## src/rtl/phase_array_writer_pkg.sv

```systemverilog
// phase_array_writer_pkg: shared enums, divisor constant and phase thresholds.
package phase_array_writer_pkg;
  typedef enum logic [1:0] {P0, P1, P2, P3} phase_e;
  typedef enum logic {IDLE, CLEAR} state_e;
  localparam int MOD_DIVISOR = 5;
  function automatic logic [31:0] p2_start(input int cnt_w);
    return 32'(1) << (cnt_w - 1);
  endfunction
  function automatic logic [31:0] p3_start(input int cnt_w);
    return 32'(3) << (cnt_w - 2);
  endfunction
  function automatic phase_e phase_of(input logic [31:0] cnt, input int cnt_w);
    return cnt == 0 ? P0 : cnt < p2_start(cnt_w) ? P1 : cnt < p3_start(cnt_w) ? P2 : P3;
  endfunction
endpackage

```

## src/rtl/phase_array_writer_alu.sv

```systemverilog
// phase_array_writer_alu: combinational per-phase transform of a sample.
import phase_array_writer_pkg::*;
module phase_array_writer_alu #(
  parameter int WIDTH = 32
) (
  input  phase_e             phase,
  input  logic [WIDTH-1:0]   value,
  output logic [WIDTH-1:0]   result
);
  always_comb
    result = phase == P0 ? value % WIDTH'(MOD_DIVISOR) :
             phase == P1 ? value >> 1 :
             phase == P2 ? value >> 2 : '0;
endmodule

```

## src/rtl/phase_array_writer.sv

```systemverilog
// phase_array_writer: two-stage sample writer into a small array with a sequential clear.
// Define PHASE_ARRAY_WRITER_CNT_SAT_EN to make the sample counter saturate instead of wrap.
import phase_array_writer_pkg::*;
module phase_array_writer #(
  parameter int WIDTH = 32,
  parameter int DEPTH = 4,
  parameter int CNT_W = 8,
  localparam int AW = $clog2(DEPTH)
) (
  input  logic             clk,
  input  logic             reset_n,
  input  logic             clr_i,
  input  logic             in_valid,
  output logic             in_ready,
  input  logic [WIDTH-1:0] in_data,
  input  logic [AW-1:0]    rd_addr,
  output logic [WIDTH-1:0] rd_data,
  output logic             wr_valid,
  output logic [AW-1:0]    wr_addr,
  output logic [WIDTH-1:0] wr_data,
  output logic [CNT_W-1:0] cnt_o,
  output logic             busy
);
  state_e state, state_n;
  logic [AW-1:0] addr, s1_addr, wr_a;
  logic [CNT_W-1:0] cnt, cnt_inc;
  logic [WIDTH-1:0] s1_data, alu_out, wr_d;
  logic [WIDTH-1:0] mem [DEPTH];
  phase_e s1_phase;
  logic s1_valid, xfer, last, wr_en;
  phase_array_writer_alu #(.WIDTH(WIDTH)) u_alu (.phase(s1_phase), .value(s1_data), .result(alu_out));
`ifdef PHASE_ARRAY_WRITER_CNT_SAT_EN
  assign cnt_inc = &cnt ? cnt : cnt + 1'b1;
`else
  assign cnt_inc = cnt + 1'b1;
`endif
  assign in_ready = state == IDLE && !clr_i;
  assign xfer = in_valid && in_ready;
  assign busy = state == CLEAR;
  assign last = addr == AW'(DEPTH - 1);
  assign rd_data = mem[rd_addr];
  assign cnt_o = cnt;
  // In CLEAR, addr doubles as the clear index; stage 1 is always empty then.
  assign wr_en = s1_valid || busy;
  assign wr_a = busy ? addr : s1_addr;
  assign wr_d = busy ? '0 : alu_out;
  always_comb
    state_n = state == IDLE ? (clr_i ? CLEAR : IDLE) : (last ? IDLE : CLEAR);
  always_ff @(posedge clk or negedge reset_n)
    if (!reset_n) state <= IDLE;
    else state <= state_n;
  always_ff @(posedge clk or negedge reset_n) begin
    if (!reset_n) begin
      addr <= '0;
      cnt <= '0;
      s1_valid <= 1'b0;
      s1_addr <= '0;
      s1_data <= '0;
      s1_phase <= P0;
      wr_valid <= 1'b0;
      wr_addr <= '0;
      wr_data <= '0;
      for (int i = 0; i < DEPTH; i++) mem[i] <= '0;
    end else begin
      s1_valid <= xfer;
      if (xfer) begin
        s1_data <= in_data;
        s1_addr <= addr;
        s1_phase <= phase_of(32'(cnt), CNT_W);
        addr <= addr + 1'b1;
        cnt <= cnt_inc;
      end
      if (state == IDLE && clr_i) addr <= '0;
      if (busy) begin
        addr <= addr + 1'b1;
        if (last) cnt <= '0;
      end
      wr_valid <= wr_en;
      wr_addr <= wr_a;
      wr_data <= wr_d;
      if (wr_en) mem[wr_a] <= wr_d;
    end
  end
endmodule

```

## config.mk

```make
export PLATFORM = sky130hd
export DESIGN_NAME = phase_array_writer
export DESIGN_NICKNAME = d
export VERILOG_FILES = /design/src/rtl/phase_array_writer_pkg.sv /design/src/rtl/phase_array_writer_alu.sv /design/src/rtl/phase_array_writer.sv
export SDC_FILE = /design/constraint.sdc
export NUM_CORES = 1
export LEC_CHECK = 0
export CAP_MARGIN = 20
export CORE_MARGIN = 5
export CORE_UTILIZATION = 55
export CTS_CLUSTER_DIAMETER = 80
export DETAILED_ROUTE_END_ITERATION = 8
export DONT_BUFFER_PORTS = 1
export PLACE_DENSITY = 0.73
export SYNTH_ARGS = -nofsm -noshare
export SYNTH_HDL_FRONTEND = slang
export SYNTH_HIERARCHICAL = 1
export SYNTH_SLANG_ARGS = --single-unit
```

## constraint.sdc

```tcl
create_clock -name clk -period 9.6 [get_ports clk]
set_clock_uncertainty 0.05 [all_clocks]
set_input_delay 0.96 -clock clk [delete_from_list [all_inputs] [get_ports clk]]
set_output_delay 0.96 -clock clk [all_outputs]
set_load 0.05 [all_outputs]
```

==> flow_metrics.tcl <==
set metrics [dict create \
    post_synth_num_cell_types 126 \
    antenna_violating_nets_post_route 0 \
    tightest_slew_ns 1.03 \
    grtUsageTotal 0.275 \
    timing.critical_path.slowest_cell_delay_ns 0.58 \
    post_route_cells_drive_above_1_share 0.439 \
    maximum_number_of_pins_on_one_net_before_global_route_repair 212 \
    timing.final.crit_share 1.18 \
    worst_path_max_delay_cell "or4b_4" \
    wire_per_inst_um 21.5 \
    via_count 12600 \
    crit_path_max_fanout 8 \
    detailedPlacementHpwl_um 25300 \
    place.port_buffers 0 \
    cts_root_buf "clkbuf_16" \
    max_capacitance_violation_total 0 \
    violated_checks "negative setup slack" \
    design.final.nets 1652 \
    synth.most_common_cell "dfrtp_1" \
    cts.hold.buffers_added 0 \
    worstSetupPathType "flip-flop to flip-flop" \
    result_of_the_run "finished, violations left" \
    core_mm2 0.0244 \
    placedCellCount 1827 \
    final.setup.worst_slack_ns -1.74 \
    crit_required_ns 9.95 \
    number_of_antenna_violations_at_the_first_check_in_global_routing 1 \
    route.detailed.drc 0 \
    yosys_register_bits 211 \
    synth-compound-area-share 0.190 \
    finalCriticalPeriod_ns 11.34 \
    synth_top_cell_by_area "dfrtp_1" \
    routed_wirelength_um 41900 \
    synth-simple-area-share 0.184 \
    syn-mean-instance-area_um2 9.89 \
    cts-buffers-inserted 25 \
    reg2regPathDepth 53 \
    dominantRegCellSynth "dfrtp_1" \
    max_slew_violations 0 \
    drtIter0Drc 1064 \
    placement.cell_area_mm2 0.0158 \
    final_cell_area_mm2 0.0182 \
    cts-htree-levels 1 \
    vias_per_cell 6.44 \
    post_synth_top_area_share 0.387 \
    setup_viol 160 \
    rsz0062_at_grt "yes" \
    cts_tree "yes" \
    net_count_after_synthesis 1422 \
    io_pins 115 \
    hold_path.class "input pin to async pin" \
    cts.clk_slew.worst_paths_ns 0.06 \
    synthMuxAreaShare 0.172 \
    synth_async_sr_flop_share 1.00 \
    worst-endpoint-arrival_ns 11.69 \
    synthesis.instances 1379 \
    grt_pass1_wl_um 64900 \
    syn2layout_area_growth_pct 33.5 \
    initial_utilization 0.559 \
    die_width_um 167 \
    slew_headroom 0.311 \
    crit_path_end_kind "flip-flop" \
    floorplan.rows 57 \
    max_clock_freq_ghz 0.0882 \
    worstSkewPairLatency_ns 0.53 \
    start_kind "flip-flop" \
    first_global_vias 12300 \
    crit_path_frequent_cell "buf_4" \
    most_instantiated_cells_after_synthesis "dfrtp_1, nand2_1, mux2_2" \
    synthAdderAreaFrac 0.00679 \
    die_height_um 167 \
    layout_cells_excl_fill 1949 \
    clock_sink_count 211 \
    yosys.area_share.xor_xnor 0.0121 \
    globalplace.congestion 0.934 \
    synth-edff-count 0 \
    yosysWarningCount 6 \
    firstDrtPassIters 5 \
    seq_area_frac_synth 0.387 \
    cts_buffer_depth 3 \
    fp.dieArea_mm2 0.0281 \
    synth_top_family_by_area "compound AO/OA/AOI/OAI gates" \
    final_hold_viol_count 0 \
    synth.cell_area_mm2 0.0136 \
    finalSetupTns_ns -253.98 \
    synthTopCellsByArea "dfrtp_1, mux2_2, nand2_1" \
    global_route.overflow_total 0 \
]
[per-stage QoR]
step	hold slack [ns]	setup WS (ns)	util
6_report	0.0878	-1.74	0.747
5_1_grt	0.0690	-2.13	0.747
4_1_cts	0.0657	-1.16	0.717
3_5_place_dp	0.438	-1.55	0.646
3_3_place_gp	0.422	-1.30	0.646
2_1_floorplan	0.394	-0.696	-
[placed cells by master (no fill, tap or decap), types with 8 or more instances in the layout]
cell type  instances
nand2_1          195
mux2_4            98
nor3_1            14
buf_6             29
o21ai_2           11
mux2_2            34
buf_4            271
or3_1              9
mux2i_1           11
a211oi_1           8
o21ai_1           21
o21ai_0           25
clkbuf_16         26
nor2_1            48
inv_1             30
o211ai_1          15
nor2b_1           17
nor2b_4           17
nand4_1           22
a21o_1            23
a21oi_1           51
nand3_1           31
nand2b_1          12
a31oi_1           10
mux4_2            33
and3_1            11
a21oi_2           17
o31ai_1            9
dfrtp_1          205
[sequential cells by signal, summed over array words and instances (netlist names)]
name      flops
busy          1
wr_data      32
s1_phase      2
wr_addr       2
s1_valid      1
addr          2
mem         128
s1_data      32
s1_addr       2
cnt_o         8
wr_valid      1
[what timing repair did]
| action | 4_1_cts | 5_1_grt |
|---|---|---|
| buffers inserted | 42 | 37 |
| endpoints found under the setup margin | 160 | 160 |
| pin swaps | 51 | 62 |
| gates cloned | 3 | 2 |
| resized for setup | 135 | 93 |
[metal layers]
| metal | track usage | wire, um | share of wire |
|---|---|---|---|
| met5 | 0 | 0 | 0 |
| met4 | 0.0815 | 1320 | 0.032 |
| met3 | 0.0375 | 2350 | 0.056 |
| met2 | 0.486 | 21500 | 0.51 |
| met1 | 0.355 | 16700 | 0.40 |
[kinds of logic after synthesis]
group	Yosys count
buffers and inverters	143
AND/OR/NAND/NOR	483
AO/OA/AOI/OAI	339
XOR/XNOR	18
multiplexers	177
adder cells (fa/ha/maj)	8
flip-flops	211
[worst max-delay path, delay by kind of cell (launching register included)]
family | cells | cell delay (ns)
AO/OA/AOI/OAI | 21 | 4.73
XOR/XNOR | 2 | 0.24
adder cells (fa/ha/maj) | 1 | 0.20
buffers and inverters | 11 | 1.49
flip-flops | 1 | 0.48
multiplexers | 2 | 0.48
AND/OR/NAND/NOR | 16 | 3.50
[worst paths after layout]
path | start | end | slack, ns
setup / recovery | s1_data[26] | mem[64] | -1.74
hold / removal | reset_n | wr_data[5] | 0.09
setup reg to reg | s1_data[26] | mem[64] | -1.74
hold reg to reg | mem[62] | mem[62] | 0.45
max in group asynchronous | reset_n | s1_data[28] | 8.95
min in group clk | mem[62] | mem[62] | 0.45
[final cells by class]
class,instances,area [um2]
multi-input combinational,1029,9100
timing repair buffer,304,2450
tap,324,405
sequential,211,5290
fill,1522,6170
inverter,38,143
clock buffer,31,678
antenna,1,2.50
clock inverter,11,148
Power is left out: the tool's default activity adds up to more than one toggle a clock period on the data nets, which glitch-free logic cannot reach.
